## config.mk

```make
export PLATFORM = sky130hd
export DESIGN_NAME = pc_unit
export DESIGN_NICKNAME = d
export VERILOG_FILES = /design/src/rtl/pc_unit.sv
export SDC_FILE = /design/constraint.sdc
export NUM_CORES = 1
export LEC_CHECK = 0
export ABC_AREA = 1
export ABC_CLOCK_PERIOD_IN_PS = 3800
export BUFFER_PORTS_ARGS = -buffer_cell sky130_fd_sc_hd__buf_4
export CAP_MARGIN = 40
export CORE_MARGIN = 8
export CORE_UTILIZATION = 56
export DETAILED_ROUTE_END_ITERATION = 8
export GPL_ROUTABILITY_DRIVEN = 0
export PLACE_DENSITY = 0.77
export SETUP_SLACK_MARGIN = 0.5
export SYNTH_ARGS = -nofsm -noshare
export SYNTH_HDL_FRONTEND = slang
export SYNTH_SLANG_ARGS = --single-unit
```

## constraint.sdc

```tcl
create_clock -name clock -period 3.8 [get_ports clock]
set_input_delay 0.38 -clock clock [delete_from_list [all_inputs] [get_ports clock]]
set_output_delay 0.38 -clock clock [all_outputs]
set_load 0.1 [all_outputs]
```

## src/rtl/pc_unit.sv

```systemverilog
// Program-counter unit with hold/step/branch/jump, call/return through a
// circular return-address stack, trap redirection and sticky stack-fault flags.
module pc_unit #(
  parameter int unsigned          WIDTH          = 32,
  parameter logic [WIDTH-1:0]     PC_RESET_VALUE = WIDTH'(32'h80000000),
  parameter logic [WIDTH-1:0]     TRAP_VECTOR    = WIDTH'(32'h80000100),
  parameter int unsigned          RAS_DEPTH      = 8
) (
  input  logic                         clock,
  input  logic                         reset,
  input  logic [2:0]                   PS,
  input  logic [WIDTH-3:0]             in,
  input  logic                         trap,
  input  logic                         flag_clr,
  output logic [WIDTH-1:0]             Q,
  output logic [$clog2(RAS_DEPTH):0]   ras_count,
  output logic                         ras_overflow,
  output logic                         ras_underflow
);

  localparam int unsigned PW = $clog2(RAS_DEPTH);
  localparam int unsigned CW = PW + 1;
  localparam logic [CW-1:0] FULL = CW'(RAS_DEPTH);

  typedef enum logic [2:0] {
    OP_HOLD   = 3'b000,
    OP_STEP   = 3'b001,
    OP_BRANCH = 3'b010,
    OP_JUMP   = 3'b011,
    OP_CALL   = 3'b100,
    OP_RET    = 3'b101,
    OP_RCALL  = 3'b110,
    OP_RSVD   = 3'b111
  } op_e;

  op_e              op;
  logic [WIDTH-1:0] pc_q, pc_d;
  logic [WIDTH-1:0] pc_n, tgt_abs, tgt_rel;
  logic [PW-1:0]    top_q, top_d;
  logic [CW-1:0]    cnt_q, cnt_d;
  logic             ovf_q, ovf_d;
  logic             unf_q, unf_d;
  logic             push_en;
  logic [WIDTH-1:0] ras_mem_q [RAS_DEPTH];

  assign op      = op_e'(PS);
  assign pc_n    = pc_q + WIDTH'(4);
  // {in,2'b00} is both the absolute word address and the sign-extended byte offset
  assign tgt_abs = {in, 2'b00};
  assign tgt_rel = pc_q + tgt_abs;

  always_comb begin
    pc_d    = pc_q;
    top_d   = top_q;
    cnt_d   = cnt_q;
    ovf_d   = ovf_q & ~flag_clr;
    unf_d   = unf_q & ~flag_clr;
    push_en = 1'b0;
    if (trap) begin
      pc_d  = TRAP_VECTOR;
      ovf_d = ovf_q;
      unf_d = unf_q;
    end else begin
      case (op)
        OP_STEP:   pc_d = pc_n;
        OP_BRANCH: pc_d = tgt_rel;
        OP_JUMP:   pc_d = tgt_abs;
        OP_CALL: begin
          push_en = 1'b1;
          pc_d    = tgt_abs;
        end
        OP_RCALL: begin
          push_en = 1'b1;
          pc_d    = tgt_rel;
        end
        OP_RET: begin
          if (cnt_q != '0) begin
            pc_d  = ras_mem_q[top_q];
            top_d = top_q - PW'(1);
            cnt_d = cnt_q - CW'(1);
          end else begin
            pc_d  = pc_n;
            unf_d = 1'b1;
          end
        end
        default: ;
      endcase
      // When full, top+1 is the oldest slot, so overwrite and advance alike
      if (push_en) begin
        top_d = top_q + PW'(1);
        if (cnt_q == FULL) ovf_d = 1'b1;
        else               cnt_d = cnt_q + CW'(1);
      end
    end
  end

  always_ff @(posedge clock or posedge reset) begin
    if (reset) begin
      pc_q  <= PC_RESET_VALUE;
      top_q <= '0;
      cnt_q <= '0;
      ovf_q <= 1'b0;
      unf_q <= 1'b0;
    end else begin
      pc_q  <= pc_d;
      top_q <= top_d;
      cnt_q <= cnt_d;
      ovf_q <= ovf_d;
      unf_q <= unf_d;
    end
  end

  always_ff @(posedge clock) begin
    if (!reset && push_en) ras_mem_q[top_d] <= pc_n;
  end

  assign Q             = pc_q;
  assign ras_count     = cnt_q;
  assign ras_overflow  = ovf_q;
  assign ras_underflow = unf_q;

endmodule

```

# Word-level counts from Yosys, hierarchy flattened
# Memories as Yosys holds them, arrays and structs flattened.
# Cells that the tools add are included.
# classes
addsub	6
n_eq_ne	7
n_mux	20
bitwise	3
reduce_logical	7
# op_table
operator	n
32-bit case mux with 4 select lines	1
32-bit 2-to-1 mux	2
32-bit by 3-bit adder with 32-bit output, second input constant	1
32-bit adder	1
4-bit 2-to-1 mux	4
3-bit 2-to-1 mux	4
3-bit equality test, second input constant	3
1-bit 2-to-1 mux	9
3-bit by 2-bit equality test with 1-bit output, second input constant	2
2-bit OR reduction	3
5-bit nonzero test	1
4-bit by 1-bit adder with 4-bit output, second input constant	1
4-bit equality test, second input constant	1
4-bit nonzero test	1
4-bit by 1-bit subtractor with 4-bit output, second input constant	1
3-bit by 1-bit adder with 3-bit output, second input constant	1
3-bit by 1-bit equality test with 1-bit output, second input constant	1
3-bit by 1-bit subtractor with 3-bit output, second input constant	1
1-bit bitwise AND	2
1-bit logical AND	1
1-bit zero test	1
1-bit inverter	1
# totals
ff_bits	41
mem_bits_rw	256
inputBits	37
output_inout_bits	38
word_cells	49
mem_count	1
# memory_table
name	depth	width	rd	rd_clocked_by_memory_dff	write_ports	line	text
ras_mem_q	8	32	1	0	1	44	logic [WIDTH-1:0] ras_mem_q [RAS_DEPTH];

# Logic depth before layout (Yosys ltp)
# Gate-level depths: netlist (run 1).
# logic_depth
word_depth	8
ltp_mapped	15
depth_no_buf	15

# Least setup slack after synthesis (run 1)
# Ideal clock, no wire load.
# synth_timing
path_type	reg2reg
startpoint	register cnt_q[0], in the netlist ras_count[0]
endpoint	memory ras_mem_q[0][0], enable pin
setup_time_ps	421
t_arrival_ps	3663
t_required_ps	3379
setup_slack_ps	-285
stages_incl_launch_ff	13
path_buffers	0
period_less_slack_ps	4085
path_cell_list	dfrtp_1 -> inv_1 -> ha_1 -> nand3_1 -> nand2_4 -> nor2_4 -> inv_2 -> nand2_4 -> nand3_4 -> xor2_2 -> inv_2 -> nand2_1 -> nor2_1
# synth_via
elab_chain_len	5
# synth_rtl
element	line	text
start, declared	40	logic [CW-1:0] cnt_q, cnt_d;
start signal, assigned	107	cnt_q <= cnt_d;
4-bit nonzero test	77	if (cnt_q != '0) begin
3-bit 2-to-1 mux	77	
3-bit 2-to-1 mux	64	case (op)
3-bit 2-to-1 mux	89	if (push_en) begin
3-bit 2-to-1 mux	59	if (trap) begin
named net top_d[2]	39	logic [PW-1:0] top_q, top_d;
end, declared	44	
# The timed path passes the listed nets, and every way through them passes these cells.

# Final worst setup path (run 1)
# layout_timing
startpoint	register cnt_q[0], in the netlist ras_count[0]
endpoint	memory ras_mem_q[3][23], enable pin
# Same word-level chain as after synthesis.

==> results of run 1 <==
-- cell usage after synthesis, drive strengths merged (11+ instances only) --
| library cell | number | area [um^2] |
|---|---|---|
| inv | 195 | 731.9 |
| dfrtp | 40 | 1001 |
| nand4 | 11 | 68.82 |
| nand2 | 566 | 2145 |
| o221ai | 12 | 105.1 |
| o211ai | 16 | 125.1 |
| xor2 | 14 | 130.1 |
| o21ai | 125 | 636.9 |
| ha | 34 | 425.4 |
| clkbuf | 32 | 120.1 |
| a21oi | 69 | 345.3 |
| buf | 34 | 181.4 |
| nand3 | 150 | 768.2 |
| nor2 | 225 | 869.6 |
| edfxtp | 256 | 7687 |
-- layer usage --
layer / vias to the layer above / GRT usage [%] / part of all wire [%]
met1: 6297 / 36.73 / 39
met2: 831 / 43.42 / 46
met5: - / 0 / 0
met4: 0 / 11.55 / 4.4
li1: 6220 / - / -
met3: 139 / 3.834 / 11
-- flip-flops by register name, summed over array words and instances (netlist names) --
name           flops
Q                 32
ras_count          4
ras_mem_q        256
ras_overflow       1
ras_underflow      1
top_q              3
-- final cells by class --
cell class	count	area, um^2	area share [%]
sequential	297	8720	49.04
clock inverter	9	91.34	0.5137
clock buffer	45	835.8	4.701
tap	378	473.0	2.660
timing repair buffer	99	833.3	4.687
multi-input combinational	1276	6091	34.26
inverter	196	737.0	4.145
-- layout by cell type, fill, tap and decap left out, drive strengths merged, types with 34 or more instances in the layout --
cell type,synthesis,final
nor2,225,225
o21ai,125,125
edfxtp,256,256
buf,34,98
inv,195,195
dfrtp,40,40
nand3,150,150
nand2,566,566
clkbuf,32,45
a21oi,69,69
ha,34,34
-- cells by family after synthesis --
logic type | Yosys count | share of synthesized area (%)
buf+inv | 262 | 6.572
compound gates | 242 | 8.689
flops | 297 | 55.22
mux | 1 | 0.06342
xor+xnor | 22 | 1.268
fa+ha+maj | 35 | 2.822
simple gates | 976 | 25.37
-- worst min path at each step --
stage	from	endpoint	slack, ns	cells after the start
6_report	trap	ras_underflow	0.11	2
3_5_place_dp	ras_underflow	ras_underflow	0.51	2
5_1_grt	trap	ras_underflow	0.1	2
4_1_cts	trap	ras_underflow	0.1	2
2_1_floorplan	trap	ras_underflow	0.49	1
3_3_place_gp	ras_underflow	ras_underflow	0.52	2
-- report_power, final --
part           switching [mW]  internal [mW]
Sequential              0.235           3.77
Combinational            2.89           1.02
Clock                    1.20           1.59
-- repair_timing --
action / 4_1_cts / 5_1_grt
resized for setup: 0 / 0
endpoints found under the hold margin: 5 / 0
setup buffers: 0 / 0
setup endpoints to repair: 0 / 0
hold buffers: 1 / 0
==> impl_metrics.xml, run 1 <==
<?xml version="1.0" encoding="UTF-8"?>
<metrics>
  <group name="cells_and_area">
    <metric name="utilization" unit="%">64.00</metric>
    <metric name="n_antenna_cell" unit="">0</metric>
    <metric name="number_of_inserted_filler_cells_in_the_final_layout" unit="">2268</metric>
    <metric name="flow.area_growth_from_synthesis" unit="%">12.66</metric>
    <metric name="fin_cells" unit="">2300</metric>
    <metric name="area_of_all_placed_cells_without_fillers" unit="um^2">17780</metric>
    <metric name="nets" unit="">1971</metric>
    <metric name="final_layout_size_suffix_gt1_share" unit="%">9.729</metric>
  </group>
  <group name="run_status">
    <metric name="status" unit="">finished, final reports clean</metric>
  </group>
  <group name="synth">
    <metric name="post_synth_num_cell_types" unit="">50</metric>
    <metric name="syn_nets" unit="">1907</metric>
    <metric name="postSynthAreaPerCell" unit="um^2">8.601</metric>
    <metric name="syn-cell-area" unit="um^2">15780</metric>
    <metric name="postSynthCellCount" unit="">1835</metric>
    <metric name="share_of_synthesized_flip_flops_with_an_asynchronous_set_or_reset" unit="%">13.80</metric>
    <metric name="synth_edf_count" unit="">256</metric>
    <metric name="synth_flop_cell" unit="">edfxtp_1</metric>
    <metric name="synth.yosys.seq_area_share" unit="%">55.22</metric>
    <metric name="ys_seq_elements" unit="">297</metric>
    <metric name="ys.warnings.count" unit="">0</metric>
  </group>
  <group name="worst_setup_path">
    <metric name="critPathCaptureType" unit="">register</metric>
    <metric name="crit_start" unit="">ras_count[0]</metric>
    <metric name="r2r-end" unit="">ras_mem_q[3][23]</metric>
    <metric name="worst-path-max-fanout" unit="">26</metric>
    <metric name="cpPeakStageDelay" unit="ns">0.43</metric>
    <metric name="startpoint_type" unit="">register</metric>
    <metric name="critical_path.cell_chain" unit="">inv_1 &gt; ha_1 &gt; nand3_1 &gt; nand2_4 &gt; nor2_4 &gt; inv_2 &gt; nand2_4 &gt; nand3_4 &gt; xor2_2 &gt; inv_2 &gt; nand2_1 &gt; nor2_4 &gt; buf_12</metric>
    <metric name="regToRegStartpoint" unit="">ras_count[0]</metric>
    <metric name="critical_setup_path_class" unit="">register to register</metric>
    <metric name="timing.critical_path.depth" unit="">13</metric>
    <metric name="r2r.worst_path.cells" unit="">13</metric>
    <metric name="ff2ff_setup_slack" unit="ns">0.86</metric>
    <metric name="worst_ep_arrival_time" unit="ns">3.18</metric>
    <metric name="timing.critical_path.required" unit="ns">4.04</metric>
    <metric name="critical_path_buf_inv_count" unit="">4</metric>
    <metric name="master_of_the_slowest_instance_on_the_critical_path" unit="">dfrtp_1</metric>
    <metric name="cp-endpoint" unit="">ras_mem_q[3][23]</metric>
    <metric name="critPathTopFamily" unit="">simple AND/OR/NAND/NOR gates</metric>
  </group>
  <group name="floorplanning">
    <metric name="io_pins" unit="">75</metric>
    <metric name="die_h" unit="um">183.9</metric>
    <metric name="core_area" unit="um^2">27780</metric>
    <metric name="chip_width" unit="um">183.9</metric>
    <metric name="row_count" unit="">61</metric>
    <metric name="die_area" unit="um^2">33810</metric>
    <metric name="initial_utilization" unit="%">56.81</metric>
  </group>
  <group name="clock_tree">
    <metric name="clk_sinks" unit="">297</metric>
    <metric name="deepest_clock_path_buffer_count" unit="">3</metric>
    <metric name="insertion_delay" unit="ns">0.57</metric>
    <metric name="cts_tree" unit="">built</metric>
    <metric name="tritoncts.num_buffers" unit="">29</metric>
    <metric name="cts_htree_levels" unit="">1</metric>
    <metric name="clkTransAtPathRegs" unit="ns">0.06</metric>
    <metric name="cts_root_buf" unit="">clkbuf_16</metric>
  </group>
  <group name="job">
    <metric name="drv_cap" unit="">0</metric>
  </group>
  <group name="timing">
    <metric name="final_period_minus_worst_setup_slack" unit="ns">2.943</metric>
    <metric name="fin_hold_ws" unit="ns">0.1087</metric>
    <metric name="grt_setup_unrepaired" unit="">no</metric>
    <metric name="final_hold_fails" unit="">0</metric>
    <metric name="relSlewSlack" unit="%">37.07</metric>
    <metric name="fin_worst_skew" unit="ns">0.03220</metric>
    <metric name="setup_violations" unit="">0</metric>
    <metric name="max_freq" unit="MHz">339.8</metric>
    <metric name="tns" unit="ns">0</metric>
    <metric name="report.final.slew_viol_count" unit="">0</metric>
    <metric name="timing.final.crit_share" unit="%">77.44</metric>
    <metric name="fin_ws" unit="ns">0.8572</metric>
    <metric name="worst-slew-pin-transition" unit="ns">0.9440</metric>
  </group>
  <group name="power">
    <metric name="power_density" unit="nW/um^2">601.5</metric>
    <metric name="ir_drop_worst_vdd" unit="mV">0.4307</metric>
    <metric name="power.static_leakage" unit="nW">7.520</metric>
    <metric name="finalPower" unit="mW">10.70</metric>
  </group>
  <group name="hold_path">
    <metric name="holdCritPathClass" unit="">input port to register</metric>
  </group>
  <group name="placed_design">
    <metric name="hpwlAfterDp" unit="mm">32.39</metric>
    <metric name="placedInstanceArea" unit="um^2">16840</metric>
    <metric name="dp_cells" unit="">2245</metric>
    <metric name="pre_cts_ws" unit="ns">0.9266</metric>
    <metric name="count_of_port_buffers_added_during_placement" unit="">74</metric>
  </group>
  <group name="detailed_routing">
    <metric name="route.antenna.remaining_nets" unit="">0</metric>
    <metric name="detail_route.wl_per_cell" unit="um">20.17</metric>
    <metric name="detail_route.iter0.violations" unit="">1717</metric>
    <metric name="drt-total-wl" unit="mm">46.40</metric>
    <metric name="drc" unit="">0</metric>
    <metric name="drt-vias-per-instance" unit="">5.864</metric>
    <metric name="via_count" unit="">13490</metric>
    <metric name="firstDrtPassIters" unit="">6</metric>
  </group>
  <group name="global_routing">
    <metric name="wire_length_of_the_first_global_routing_pass" unit="mm">71.36</metric>
    <metric name="grt_max_degree" unit="">130</metric>
    <metric name="grt_pass1_vias" unit="">12840</metric>
    <metric name="antenna_found_initial" unit="">0</metric>
    <metric name="grtUsageTotal" unit="%">27.16</metric>
    <metric name="grt_overflow_total" unit="">0</metric>
  </group>
</metrics>
(Power assumes the default switching activity.)
==> inputs of run 2 (changes only) <==
Settings changed: ABC_AREA 1 to 0, ABC_CLOCK_PERIOD_IN_PS 3800 to 3010, CORE_UTILIZATION 56 to 62, PLACE_DENSITY 0.77 to 0.81.
Clock period 3.8 ns to 3.01 ns, I/O delays scaled along.
==> impl_metrics.xml, run 2 <==
<?xml version="1.0" encoding="UTF-8"?>
<metrics>
  <group name="run_status">
    <metric name="status" unit="">finished, final reports clean</metric>
  </group>
  <group name="worst_setup_path">
    <metric name="worst-path-max-fanout" unit="">8</metric>
    <metric name="critPathCaptureType" unit="">register</metric>
    <metric name="critical_setup_path_class" unit="">register to register</metric>
    <metric name="timing.critical_path.required" unit="ns">3.48</metric>
    <metric name="startpoint_type" unit="">register</metric>
    <metric name="worst_ep_arrival_time" unit="ns">3.30</metric>
  </group>
  <group name="cells_and_area">
    <metric name="final_layout_size_suffix_gt1_share" unit="%">36.64</metric>
    <metric name="nets" unit="">1210</metric>
    <metric name="flow.area_growth_from_synthesis" unit="%">23.98</metric>
    <metric name="n_antenna_cell" unit="">0</metric>
    <metric name="largest_register_ffs" unit="">256</metric>
    <metric name="layout_common_cells" unit="">256 x edfxtp_1, 139 x buf_4, 62 x mux4_2</metric>
    <metric name="fin_cells" unit="">1445</metric>
    <metric name="layout.cells.most_common" unit="">edfxtp_1</metric>
    <metric name="regMostFlops" unit="">ras_mem_q</metric>
  </group>
  <group name="global_routing">
    <metric name="grt_overflow_total" unit="">0</metric>
    <metric name="grt_max_degree" unit="">35</metric>
    <metric name="grt_pass1_vias" unit="">9827</metric>
    <metric name="antenna_found_initial" unit="">0</metric>
    <metric name="wire_length_of_the_first_global_routing_pass" unit="mm">56.66</metric>
    <metric name="grtUsageTotal" unit="%">25.97</metric>
  </group>
  <group name="placed_design">
    <metric name="hpwlAfterDp" unit="mm">25.07</metric>
    <metric name="pre_cts_ws" unit="ns">0.3139</metric>
    <metric name="count_of_port_buffers_added_during_placement" unit="">74</metric>
    <metric name="dp_cells" unit="">1340</metric>
  </group>
  <group name="power">
    <metric name="power.static_leakage" unit="nW">6.409</metric>
    <metric name="finalPower" unit="mW">13.72</metric>
    <metric name="power_density" unit="nW/um^2">772.3</metric>
    <metric name="ir_drop_worst_vdd" unit="mV">0.5327</metric>
  </group>
  <group name="synth">
    <metric name="top_area_cell_type_share_of_the_netlist_area" unit="%">53.64</metric>
    <metric name="ys.warnings.count" unit="">0</metric>
    <metric name="synth.top_cells.by_area" unit="">edfxtp_1 54%, mux4_2 9.7%, dfrtp_1 7.0%</metric>
    <metric name="synth_edf_count" unit="">256</metric>
    <metric name="ys_seq_elements" unit="">297</metric>
    <metric name="netlist_top_cells_count" unit="">256 x edfxtp_1, 62 x mux4_2, 58 x a21oi_1</metric>
    <metric name="syn_nets" unit="">1051</metric>
    <metric name="yosysTopAreaCell" unit="">edfxtp_1</metric>
    <metric name="share_of_synthesized_flip_flops_with_an_asynchronous_set_or_reset" unit="%">13.80</metric>
    <metric name="post-synth-top-count-cell" unit="">edfxtp_1</metric>
    <metric name="postSynthCellCount" unit="">979</metric>
    <metric name="postSynthAreaPerCell" unit="um^2">14.64</metric>
    <metric name="synth.yosys.seq_area_share" unit="%">60.80</metric>
    <metric name="post_synth_num_cell_types" unit="">80</metric>
    <metric name="syn-cell-area" unit="um^2">14330</metric>
    <metric name="synth_flop_cell" unit="">edfxtp_1</metric>
  </group>
  <group name="detailed_routing">
    <metric name="drt-total-wl" unit="mm">41.02</metric>
    <metric name="detail_route.wl_per_cell" unit="um">28.39</metric>
    <metric name="drc" unit="">0</metric>
    <metric name="via_count" unit="">10280</metric>
    <metric name="m1WireLength" unit="mm">15.25</metric>
    <metric name="detail_route.iter0.violations" unit="">1476</metric>
    <metric name="met3_wirelength" unit="mm">4.723</metric>
    <metric name="dr_wl_met2" unit="mm">19.30</metric>
    <metric name="firstDrtPassIters" unit="">7</metric>
    <metric name="drt-vias-per-instance" unit="">7.111</metric>
    <metric name="route.antenna.remaining_nets" unit="">0</metric>
    <metric name="maxUsedRoutingLayer" unit="">met4</metric>
  </group>
  <group name="clock_tree">
    <metric name="insertion_delay" unit="ns">0.56</metric>
    <metric name="cts_htree_levels" unit="">1</metric>
    <metric name="cts_tree" unit="">built</metric>
    <metric name="deepest_clock_path_buffer_count" unit="">3</metric>
    <metric name="clk_sinks" unit="">297</metric>
    <metric name="tritoncts.num_buffers" unit="">29</metric>
    <metric name="clkTransAtPathRegs" unit="ns">0.07</metric>
    <metric name="cts_root_buf" unit="">clkbuf_16</metric>
  </group>
  <group name="timing">
    <metric name="grt_setup_unrepaired" unit="">yes</metric>
    <metric name="fin_ws" unit="ns">0.1755</metric>
    <metric name="timing.final.crit_share" unit="%">94.17</metric>
    <metric name="max_freq" unit="MHz">352.8</metric>
    <metric name="relSlewSlack" unit="%">30.00</metric>
    <metric name="fin_worst_skew" unit="ns">0.01846</metric>
    <metric name="final_period_minus_worst_setup_slack" unit="ns">2.835</metric>
    <metric name="worst-slew-pin-transition" unit="ns">1.050</metric>
    <metric name="final_hold_fails" unit="">0</metric>
    <metric name="report.final.slew_viol_count" unit="">0</metric>
    <metric name="setup_violations" unit="">0</metric>
  </group>
  <group name="floorplanning">
    <metric name="io_pins" unit="">75</metric>
    <metric name="die_area" unit="um^2">28240</metric>
    <metric name="die_h" unit="um">168.0</metric>
    <metric name="chip_width" unit="um">168.0</metric>
    <metric name="row_count" unit="">55</metric>
    <metric name="initial_utilization" unit="%">63.30</metric>
    <metric name="core_area" unit="um^2">22640</metric>
  </group>
  <group name="hold_path">
    <metric name="holdCritPathClass" unit="">input port to register</metric>
  </group>
  <group name="job">
    <metric name="drv_cap" unit="">0</metric>
  </group>
</metrics>
==> run 2: changes by cell type in the layout (fill, tap and decap cells not counted), sizes merged, moves of 17 or more <==
cell / before / now
a21o: 1 / 18
mux4: 0 / 62
mux2: 0 / 17
nor2: 225 / 56
a222oi: 0 / 17
nand2: 566 / 49
buf: 98 / 168
o21ai: 125 / 45
mux2i: 1 / 20
nand3: 150 / 18
xnor2: 8 / 33
inv: 195 / 23
==> run 2: layout make-up <==
type,count,area [um^2]
clock inverters,12,96.34
repair buffers,177,1732
clock buffers,41,800.8
flip-flops and latches,297,8801
well taps,285,356.6
multi-input cells,611,5898
fillers,1183,4871
inverters,22,85.08
==> run 2: timing repair <==
item,CTS,global route
buffers inserted,12,28
gates cloned,0,11
pin swaps,15,31
hold endpoints to repair,35,0
gates resized for setup,22,58
hold buffers,1,0
setup endpoints to repair,60,264
==> run 2: layer usage <==
layer  vias to the layer above  global-route usage, %
met3                       179                  5.285
met2                       799                  40.87
met4                         0                  9.744
met1                      5066                  35.47
met5                         -                      0
li1                       4232                      -
==> run 2: path summary, 6_finish.rpt <==
check	start	to	slack [ns]	cells past startpoint
worst max-delay path	Q[17]	Q[31]	0.18	10
worst min-delay path	flag_clr	ras_overflow	0.06	4
worst max register to register	Q[17]	Q[31]	0.18	10
worst min register to register	ras_underflow	ras_underflow	0.48	1
max in group asynchronous	reset	Q[4]	2.22	4
min in group asynchronous	reset	top_q[0]	0.26	3
==> run 2: cell families after synthesis <==
kind of cell | Yosys count | synth area share (%)
AO/OA/AOI/OAI | 220 | 10.61
flip-flops | 297 | 60.80
adder cells (fa/ha/maj) | 35 | 3.108
AND/OR/NAND/NOR | 201 | 7.307
multiplexers | 99 | 12.47
XOR/XNOR | 56 | 3.422
buffers and inverters | 71 | 2.278
==> run 2: report_power, final <==
part / internal [mW] / switching (mW) / total, mW
Clock: 1.93 / 1.49 / 3.42
Sequential: 4.85 / 0.310 / 5.16
Combinational: 2.15 / 3.00 / 5.14
==> run 2: metrics by stage <==
| stage | hold WS, ns | instance area [um^2] | util, % | setup TNS, ns |
|---|---|---|---|---|
| final | 0.05547 | 17770 | 78.49 | 0 |
| after global routing | 0.07231 | 17770 | 78.49 | 0 |
| after CTS | 0.06053 | 17010 | 75.11 | 0 |
| after detailed placement | 0.2675 | 15880 | 70.13 | 0 |
| after global placement | 0.4622 | 15860 | 70.04 | 0 |
| after floorplan | 0.5014 | 14710 | - | -4.080 |
==> run 2: critical path, stage by stage (launching register included) <==
cell	delay (ns)
dfrtp_4	0.51
ha_2	0.42
nand4_1	0.22
buf_4	0.20
nor3_1	0.26
a22oi_2	0.13
o2111ai_4	0.16
a311oi_2	0.17
xor2_1	0.21
a21oi_1	0.25
a2bb2oi_1	0.22
